==> src/rtl/rv32_pkg.sv <==
// rv32_pkg: shared definitions for the RV32I memory-access stage.
//   - access size encodings (SZ_*)
//   - LSU state enum (lsu_state_t)
//   - byte-enable constants and helpers for lane placement and alignment
package rv32_pkg;

  localparam logic [1:0] SZ_BYTE = 2'b00;
  localparam logic [1:0] SZ_HALF = 2'b01;
  localparam logic [1:0] SZ_WORD = 2'b10;
  localparam logic [1:0] SZ_ILL  = 2'b11;

  localparam logic [3:0] BE_BYTE0   = 4'b0001;
  localparam logic [3:0] BE_HALF_LO = 4'b0011;
  localparam logic [3:0] BE_HALF_HI = 4'b1100;
  localparam logic [3:0] BE_WORD    = 4'b1111;

  typedef enum logic [1:0] {
    ST_IDLE = 2'd0,
    ST_BUSY = 2'd1,
    ST_DONE = 2'd2
  } lsu_state_t;

  // Illegal size or an address not naturally aligned to the access size.
  function automatic logic access_bad(input logic [1:0] size, input logic [1:0] lo);
    logic bad;
    bad = 1'b0;
    case (size)
      SZ_HALF: bad = lo[0];
      SZ_WORD: bad = (lo != 2'b00);
      SZ_ILL:  bad = 1'b1;
      default: bad = 1'b0;
    endcase
    return bad;
  endfunction

  function automatic logic [3:0] byte_enables(input logic [1:0] size, input logic [1:0] lo);
    logic [3:0] be;
    be = BE_WORD;
    case (size)
      SZ_BYTE: be = BE_BYTE0 << lo;
      SZ_HALF: be = lo[1] ? BE_HALF_HI : BE_HALF_LO;
      default: be = BE_WORD;
    endcase
    return be;
  endfunction

  // Replicate the significant store bits across all lanes so the byte
  // enables alone select what the memory writes.
  function automatic logic [31:0] store_lanes(input logic [1:0] size, input logic [31:0] wdata);
    logic [31:0] d;
    d = wdata;
    case (size)
      SZ_BYTE: d = {4{wdata[7:0]}};
      SZ_HALF: d = {2{wdata[15:0]}};
      default: d = wdata;
    endcase
    return d;
  endfunction

endpackage

==> src/rtl/rv32_load_align.sv <==
// rv32_load_align: combinational load-data alignment.
// Shifts the addressed lane down to bit 0 and sign/zero-extends byte and
// half accesses; word accesses pass through unchanged.
// Ports:
//   rdata   in  32  raw read word from the bus
//   addr_lo in   2  byte offset within the word
//   size    in   2  access size (SZ_*)
//   unsig   in   1  1 = zero-extend, 0 = sign-extend
//   result  out 32  extended load value
import rv32_pkg::*;

module rv32_load_align (
  input  logic [31:0] rdata,
  input  logic [1:0]  addr_lo,
  input  logic [1:0]  size,
  input  logic        unsig,
  output logic [31:0] result
);

  logic [31:0] lane;

  always_comb begin
    lane   = rdata >> {addr_lo, 3'b000};
    result = rdata;
    case (size)
      SZ_BYTE: result = unsig ? {24'h0, lane[7:0]}  : {{24{lane[7]}}, lane[7:0]};
      SZ_HALF: result = unsig ? {16'h0, lane[15:0]} : {{16{lane[15]}}, lane[15:0]};
      default: result = rdata;
    endcase
  end

endmodule

==> src/rtl/rv32_lsu_unit.sv <==
// rv32_lsu_unit: RV32I memory-access stage.
// Runs one data-memory transaction per operation over a req/ready bus,
// stalling the upstream pipeline registers while it is outstanding.
// Ports:
//   clk_in, rst_in (async active-low)
//   mem_req_in/mem_we_in/addr_in/wdata_in/size_in/load_unsig_in : operation
//   dmem_req_out/we/addr/be/wdata, dmem_ready_in, dmem_rdata_in : data bus
//   stall_out : hold upstream; done_out/err_out/rdata_out : completion
// Parameter TIMEOUT_CYCLES: max BUSY cycles without ready (0 = no timeout).
import rv32_pkg::*;

module rv32_lsu_unit #(
  parameter int TIMEOUT_CYCLES = 255
) (
  input  logic        clk_in,
  input  logic        rst_in,
  input  logic        mem_req_in,
  input  logic        mem_we_in,
  input  logic [31:0] addr_in,
  input  logic [31:0] wdata_in,
  input  logic [1:0]  size_in,
  input  logic        load_unsig_in,
  output logic        dmem_req_out,
  output logic        dmem_we_out,
  output logic [31:0] dmem_addr_out,
  output logic [3:0]  dmem_be_out,
  output logic [31:0] dmem_wdata_out,
  input  logic        dmem_ready_in,
  input  logic [31:0] dmem_rdata_in,
  output logic        stall_out,
  output logic        done_out,
  output logic [31:0] rdata_out,
  output logic        err_out
);

  // state | meaning
  // IDLE  | waiting for mem_req_in; bad accesses go straight to DONE
  // BUSY  | bus request held until dmem_ready_in or timeout
  // DONE  | one-cycle completion pulse, pipeline advances

  localparam bit TMO_EN = (TIMEOUT_CYCLES > 0);
  localparam int TW     = (TIMEOUT_CYCLES > 1) ? $clog2(TIMEOUT_CYCLES) : 1;
  // Down-counter loaded with N-1 so terminal count 0 lands on the Nth BUSY cycle.
  localparam logic [TW-1:0] TMO_LOAD = TW'((TIMEOUT_CYCLES > 0) ? TIMEOUT_CYCLES - 1 : 0);

  lsu_state_t  state_q, state_d;
  logic        we_q;
  logic [29:0] waddr_q;
  logic [1:0]  lo_q;
  logic [3:0]  be_q;
  logic [31:0] wdata_q;
  logic [1:0]  size_q;
  logic        unsig_q;
  logic        err_q;
  logic [31:0] rdata_q;
  logic [TW-1:0] tmo_q;

  logic        accept, reject, tmo_hit, capture;
  logic [31:0] load_val;

  rv32_load_align u_align (
    .rdata   (dmem_rdata_in),
    .addr_lo (lo_q),
    .size    (size_q),
    .unsig   (unsig_q),
    .result  (load_val)
  );

  always_comb begin
    state_d = state_q;
    accept  = 1'b0;
    reject  = 1'b0;
    tmo_hit = 1'b0;
    capture = 1'b0;
    case (state_q)
      ST_IDLE: begin
        if (mem_req_in) begin
          if (access_bad(size_in, addr_in[1:0])) begin
            reject  = 1'b1;
            state_d = ST_DONE;
          end else begin
            accept  = 1'b1;
            state_d = ST_BUSY;
          end
        end
      end
      ST_BUSY: begin
        // Ready wins over a coincident timeout.
        if (dmem_ready_in) begin
          capture = ~we_q;
          state_d = ST_DONE;
        end else if (TMO_EN && (tmo_q == '0)) begin
          tmo_hit = 1'b1;
          state_d = ST_DONE;
        end
      end
      ST_DONE: state_d = ST_IDLE;
      default: state_d = ST_IDLE;
    endcase
  end

  always_ff @(posedge clk_in or negedge rst_in) begin
    if (!rst_in) begin
      state_q <= ST_IDLE;
      we_q    <= 1'b0;
      waddr_q <= '0;
      lo_q    <= '0;
      be_q    <= '0;
      wdata_q <= '0;
      size_q  <= SZ_BYTE;
      unsig_q <= 1'b0;
      err_q   <= 1'b0;
      rdata_q <= '0;
      tmo_q   <= '0;
    end else begin
      state_q <= state_d;
      if (accept) begin
        we_q    <= mem_we_in;
        waddr_q <= addr_in[31:2];
        lo_q    <= addr_in[1:0];
        be_q    <= byte_enables(size_in, addr_in[1:0]);
        wdata_q <= store_lanes(size_in, wdata_in);
        size_q  <= size_in;
        unsig_q <= load_unsig_in;
        err_q   <= 1'b0;
        tmo_q   <= TMO_LOAD;
      end else if (state_q == ST_BUSY && tmo_q != '0) begin
        tmo_q <= tmo_q - 1'b1;
      end
      if (reject || tmo_hit) begin
        err_q <= 1'b1;
      end
      if (capture) begin
        rdata_q <= load_val;
      end
    end
  end

  assign dmem_req_out   = (state_q == ST_BUSY);
  assign dmem_we_out    = (state_q == ST_BUSY) & we_q;
  assign dmem_addr_out  = {waddr_q, 2'b00};
  assign dmem_be_out    = be_q;
  assign dmem_wdata_out = wdata_q;
  assign stall_out      = ((state_q == ST_IDLE) & mem_req_in) | (state_q == ST_BUSY);
  assign done_out       = (state_q == ST_DONE);
  assign err_out        = (state_q == ST_DONE) & err_q;
  assign rdata_out      = rdata_q;

endmodule

==> config.mk <==
export PLATFORM = sky130hd
export DESIGN_NAME = rv32_lsu_unit
export DESIGN_NICKNAME = d
export VERILOG_FILES = /design/src/rtl/rv32_pkg.sv /design/src/rtl/rv32_load_align.sv /design/src/rtl/rv32_lsu_unit.sv
export SDC_FILE = /design/constraint.sdc
export NUM_CORES = 1
export LEC_CHECK = 0
export CAP_MARGIN = 20
export CORE_UTILIZATION = 45
export DETAILED_ROUTE_END_ITERATION = 8
export GPL_TIMING_DRIVEN = 0
export PLACE_DENSITY_LB_ADDON = 0.3
export SLEW_MARGIN = 10
export SYNTH_ARGS = -nofsm -noshare
export SYNTH_HDL_FRONTEND = slang
export SYNTH_SLANG_ARGS = --single-unit
==> constraint.sdc <==
create_clock -name clk_in -period 1.9 [get_ports clk_in]
set_input_delay 0.38 -clock clk_in [delete_from_list [all_inputs] [get_ports clk_in]]
set_output_delay 0.38 -clock clk_in [all_outputs]
set_load 0.02 [all_outputs]
==> flow_summary.yaml, run 1 <==
cells_and_area:
  antenna_cells: 0
  final_nets: 933
  nFillCells: 908
  areaGrowthSynthToFinish_pct: 53.7
  drive_gt1_share_pct: 10.1
  layout.cells.non_filler: 987
  final_core_util_pct: 70.8
timing:
  slew_violations: 0
  min_period_ps: 1850
  fin_skew_ps: 9.08
  finalSetupViolCount: 0
  hold_viol: 0
  setup_tns_ps: 0
  relSlewSlack_pct: 49.2
  worst_slack_ps: 46.6
  fmax_mhz: 540
  tightestPinTransition_ps: 762
  finalCritPeriodShare_pct: 97.5
  worst_hold_slack_ps: 278
floorplanning:
  die_area_um2: 12700
  core_um2: 12000
  io_pins: 209
  initial_utilization_pct: 46.1
  std_cell_rows: 40
  die_h_um: 113
  die_x_um: 113
worst_setup_path:
  rrSetupSlack_ps: 90
  arrival_ps: 1470
  end_kind: "output pin"
  cp.required_ps: 1520
  worst-setup-path-type: "reg2out"
  cp_max_fo: 5
  cp-start-kind: "flop"
global_routing:
  grt_overflow: 0
  grt_pass1_vias: 5742
  antenna_found_initial: 0
  grt_util_all_layers_pct: 29.8
  grt_max_degree: 66
  grt_pass1_wl_mm: 28.8
placed_design:
  gp_congestion: 0.860
  dp_slack_ps: -373
  dpl.hpwl_mm: 12.7
  io_buffers: 203
  dp.cells: 952
cts:
  path_clk_slew_ps: 60
  cts_made_buffers: 17
  cts_tree: "done"
  cts_max_path_buffers: 2
  root_buffer: "clkbuf_16"
  cts.sinks: 115
  clock_latency_ps: 420
  ctsHtreeMaxLevel: 4
pwr:
  clkPwrFrac_pct: 27.8
  p_leak_nw: 3.83
  internal-power_w: 0.00813
  peakVddDrop_v: 0.00112
  seqPwrFrac_pct: 31.1
  power_frac_comb_pct: 41.1
  power.density_nw_per_um2: 1500
  switchingPower_w: 0.00455
  switching_share_pct: 35.9
synth:
  synth_edf_count: 0
  yosysSeqAreaShare_pct: 52.2
  synth_area_leader_cell: "dfrtp_1"
  synth_warnings: 0
  synthFlopType: "dfrtp_1"
  synth_top_area_share_pct: 52.2
  synth.distinct_cells: 52
  synth-seq-cells: 115
  synthTopCellsByArea: "dfrtp_1 (52%), nand2_1 (13%), mux2i_1 (7.6%)"
  avgSynthCellArea_um2: 9.18
  syn_inst: 600
  synthArstFlopShare_pct: 100
  netlist_area_um2: 5510
routing:
  drt_iter0_drc: 335
  drt-total-wl_mm: 18.0
  drc_errors: 0
  vias: 5401
  drt_pass1_iterations: 5
  wl_per_cell_um: 18.3
  via_per_inst: 5.47
  drtAntennaViolNets: 0
status:
  status: "completed"
flow_run:
  maxCapViolations: 0
hold_path:
  worst_hold_path_type: "in2reg"
==> stage by stage <==
stage / total power, W / area, um^2
after floorplan: 0.00652 / 5510
after global placement: 0.00894 / 7730
after detailed placement: 0.00910 / 7760
after CTS: 0.0127 / 8450
after global routing: 0.0133 / 8470
final: 0.0127 / 8470
==> layout by cell type, fill, tap and decap left out, types with 2 or more instances in the layout <==
cell type / instances
clkdlybuf4s50_1: 197
nand2_1: 190
dfrtp_1: 113
mux2i_1: 42
nand3_1: 34
o21ai_0: 31
nor2_1: 28
a21oi_1: 19
buf_2: 18
clkbuf_16: 17
clkbuf_1: 14
o211ai_1: 9
nand2b_1: 9
o21ai_1: 8
o2bb2ai_1: 8
buf_4: 7
a2bb2oi_1: 7
o22ai_1: 7
clkbuf_8: 6
clkbuf_2: 4
bufinv_16: 4
clkinv_2: 4
inv_1: 3
nand3b_1: 3
buf_1: 3
nor3_1: 3
and2_1: 2
nor3_2: 2
nor3b_4: 2
a31oi_1: 2
xnor2_1: 2
o311ai_0: 2
ha_1: 2
conb_1: 2
clkdlybuf4s15_2: 2
dlygate4sd2_1: 2
dfrtp_2: 2
==> worst paths after layout <==
path                                              from                        endpoint  cells after the start
worst max-delay path            state_q[0]$_DFFE_PN0P_                         err_out                      3
worst min-delay path                        addr_in[0]             lo_q[0]$_DFFE_PN0P_                      3
worst max register to register  state_q[0]$_DFFE_PN0P_  dmem_wdata_out[10]$_DFFE_PN0P_                      7
worst min register to register  waddr_q[4]$_DFFE_PN0P_          waddr_q[4]$_DFFE_PN0P_                      2
max in group asynchronous                       rst_in          state_q[1]$_DFFE_PN0P_                      3
min in group asynchronous                       rst_in        rdata_out[4]$_DFFE_PN0P_                      2
==> layout make-up <==
class / count / area, um^2 / share of cell area (%)
clock inverter: 9 / 148 / 1.74
sequential: 115 / 2880 / 34.0
inverter: 3 / 11.3 / 0.133
tap: 147 / 184 / 2.17
timing repair buffer: 207 / 2080 / 24.6
clock buffer: 23 / 508 / 6.00
buffer: 43 / 206 / 2.44
multi-input combinational: 440 / 2450 / 29.0
==> routing by layer <==
metal | vias to the layer above | global-route usage, % | routed length [um]
li1 | 2491 | - | -
met1 | 2613 | 34.2 | 7050
met2 | 247 | 48.7 | 8720
met3 | 50 | 10.8 | 1630
met4 | 0 | 16.1 | 623
met5 | - | 0 | 0
==> cell usage after synthesis, types with 3 or more instances <==
| cell type | instances |
|---|---|
| nand3b_1 | 3 |
| nor3_1 | 4 |
| a31oi_1 | 3 |
| nand2b_1 | 9 |
| nor2_1 | 28 |
| o21ai_0 | 31 |
| o21ai_1 | 9 |
| mux2i_1 | 42 |
| o22ai_1 | 7 |
| o2bb2ai_1 | 8 |
| buf_4 | 5 |
| buf_1 | 3 |
| a21oi_1 | 19 |
| buf_2 | 17 |
| dfrtp_1 | 115 |
| nand2_1 | 190 |
| inv_1 | 3 |
| o211ai_1 | 9 |
| a2bb2oi_1 | 7 |
| nand3_1 | 34 |
| clkbuf_1 | 18 |
==> repair_timing <==
item	CTS	global route
setup buffers	1	1
pin swaps	0	1
endpoints found under the hold margin	50	0
hold buffers	1	0
endpoints found under the setup margin	5	65
resized for setup	16	11
==> power groups by stage <==
stage | Sequential, W | Combinational (W) | Clock [W]
3_5_place_dp | 0.00396 | 0.00514 | 0
6_report | 0.00394 | 0.00522 | 0.00353
3_3_place_gp | 0.00392 | 0.00502 | 0
2_1_floorplan | 0.00489 | 0.00163 | 0
4_1_cts | 0.00394 | 0.00520 | 0.00356
5_1_grt | 0.00405 | 0.00558 | 0.00369
==> flip-flops by register name, indices dropped and copies added, names as in the netlist <==
name            cells
waddr_q            30
state_q             2
dmem_wdata_out     32
unsig_q             1
we_q                1
size_q              2
lo_q                2
tmo_q               8
dmem_be_out         4
rdata_out          32
err_q               1
==> cells by family after synthesis <==
family | count (synthesis) | synth area share (%)
adder cells (fa/ha/maj) | 2 | 0.454
AO/OA/AOI/OAI | 103 | 12.2
flip-flops | 115 | 52.2
other | 1 | 0.0681
AND/OR/NAND/NOR | 287 | 22.7
XOR/XNOR | 3 | 0.477
multiplexers | 43 | 8.04
buffers and inverters | 46 | 3.86
==> critical path: stages, from the launching register on <==
cell and delay [ps]:
dfrtp_2 420, and2b_2 240, and2_1 150, clkdlybuf4s15_2 250
(Power assumes the default switching activity.)
==> inputs of run 2 (changes only) <==
- PLACE_DENSITY: unset -> 0.84
- PLACE_DENSITY_LB_ADDON: 0.3 -> unset
==> run 2 against run 1 <==
Core utilization down 0.73 points. Clock skew down 2.1 ps. Combinational power fell by 1%. Clock power shrank 9.9%. Sequential power grew 1%. Final cell count is 0.10% lower. Fmax rose by 2.0%. Non-clock buffer count decreased by 1. First-iteration DRC count rose by 3.9%. Setup slack improved by 36 ps.
==> flow_summary.yaml, run 2 (same netlist as run 1, synthesis figures left out) <==
cells_and_area:
  layout_common_cells: "clkdlybuf4s50_1 (197), nand2_1 (190), dfrtp_1 (113)"
  antenna_cells: 0
  final_core_util_pct: 70.1
  layout.cells.non_filler: 986
  final_nets: 932
  nFillCells: 898
  final_common_cell: "clkdlybuf4s50_1"
  areaGrowthSynthToFinish_pct: 52.1
  finish.instance_area_um2: 8380
  drive_gt1_share_pct: 9.54
routing:
  drt-total-wl_mm: 17.6
  vias: 5434
  drtAntennaViolNets: 0
  wl_per_cell_um: 17.8
  drt_iter0_drc: 348
  via_per_inst: 5.51
  drc_errors: 0
  drt_pass1_iterations: 5
timing:
  grt_setup_unrepaired: "no"
  slew_violations: 0
  tightestPinTransition_ps: 658
  finalSetupViolCount: 0
  relSlewSlack_pct: 56.1
  min_period_ps: 1820
  worst_slack_ps: 83.0
  fmax_mhz: 550
  fin_skew_ps: 6.95
  hold_viol: 0
  setup_tns_ps: 0
  finalCritPeriodShare_pct: 95.6
worst_setup_path:
  slowest_delay_ps: 460
  r2r_cells: 5
  cp.required_ps: 1520
  arrival_ps: 1440
  cp-start-kind: "flop"
  cp_max_fo: 5
  reg2reg_to: "dmem_be_out[2]$_DFFE_PN0P_"
  worst-setup-path-type: "reg2out"
  reg2reg_from: "state_q[0]$_DFFE_PN0P_"
  slowest_stage: "dfrtp_2"
  end_kind: "output pin"
  rrSetupSlack_ps: 90
  cp_cell_sequence: "and2b_2 > dlygate4sd2_1"
cts:
  cts_max_path_buffers: 2
  root_buffer: "clkbuf_16"
  clock_latency_ps: 410
  cts.sinks: 115
  cts_tree: "done"
  ctsHtreeMaxLevel: 4
  path_clk_slew_ps: 50
  cts_made_buffers: 17
placed_design:
  dpl.hpwl_mm: 13.1
  io_buffers: 203
  place_area_um2: 7760
  dp_slack_ps: -378
  dp.cells: 952
  gp_congestion: 0.924
floorplanning:
  die_x_um: 113
  io_pins: 209
  die_h_um: 113
  die_area_um2: 12700
  initial_utilization_pct: 46.1
  core_um2: 12000
  std_cell_rows: 40
hold_path:
  worst_hold_path_type: "in2reg"
  holdPathEnd: "lo_q[0]$_DFFE_PN0P_"
  whs_path_depth: 3
  min_from: "addr_in[0]"
global_routing:
  antenna_found_initial: 0
  grt_pass1_wl_mm: 28.3
  grt_pass1_vias: 5512
  grt_overflow: 0
  grt_util_all_layers_pct: 28.8
  grt_max_degree: 65
pwr:
  peakVddDrop_v: 0.000837
  power.density_nw_per_um2: 1470
  p_leak_nw: 3.78
status:
  status: "completed"
flow_run:
  maxCapViolations: 0
run 2: how the worst max path moves through the flow:
stage	startpoint	endpoint	slack, ps	cells past startpoint
5_1_grt	tmo_q[0]$_DFFE_PN0P_	tmo_q[2]$_DFFE_PN0P_	3	6
4_1_cts	state_q[0]$_DFFE_PN0P_	err_out	10	3
3_3_place_gp	rst_in	waddr_q[7]$_DFFE_PN0P_	-3890	1
3_5_place_dp	mem_req_in	waddr_q[15]$_DFFE_PN0P_	-380	7
6_report	state_q[0]$_DFFE_PN0P_	done_out	80	2
2_1_floorplan	tmo_q[0]$_DFFE_PN0P_	tmo_q[6]$_DFFE_PN0P_	300	6
run 2: repair_timing:
action | 4_1_cts | 5_1_grt
hold buffers | 1 | 0
endpoints found under the hold margin | 51 | 0
buffers inserted | 0 | 1
gates resized for setup | 13 | 12
setup endpoints to repair | 5 | 50
run 2: through the flow:
step                hold WS [ps]  power, W
floorplan                   84.4   0.00652
global placement             459   0.00895
detailed placement           361   0.00912
CTS                          278    0.0123
global route                 306    0.0130
finish                       295    0.0123
run 2: layout make-up:
type | instances | area [um^2] | share of cell area (%)
Buffer | 43 | 204 | 2.43
Clock buffer | 19 | 433 | 5.16
Clock inverter | 13 | 160 | 1.91
Inverter | 3 | 11.3 | 0.134
Multi-Input combinational cell | 440 | 2450 | 29.2
Sequential cell | 115 | 2880 | 34.4
Tap cell | 147 | 184 | 2.19
Timing Repair Buffer | 206 | 2060 | 24.6
run 2: per-layer routing:
metal  GRT usage (%)  vias up  wire [um]
li1                -     2502          -
met1            33.4     2636       6820
met2            50.0      272       8770
met3            10.3       24       1690
met4            8.71        0        307
met5               0        -          0
run 2: worst max-delay path, delay by kind of cell, from the launching register on:
family                 cells  cell delay, ps
buffers and inverters      1             340
and+or+nand+nor            1             230
DFF                        1             460
run 2: power by group:
group	internal (W)	leakage [nW]	total, W	switching [W]
combinational	0.00237	2.10	0.00516	0.00279
clock	0.00206	0.287	0.00318	0.00112
sequential	0.00336	1.39	0.00398	0.000619
total	0.00778	3.78	0.0123	0.00453
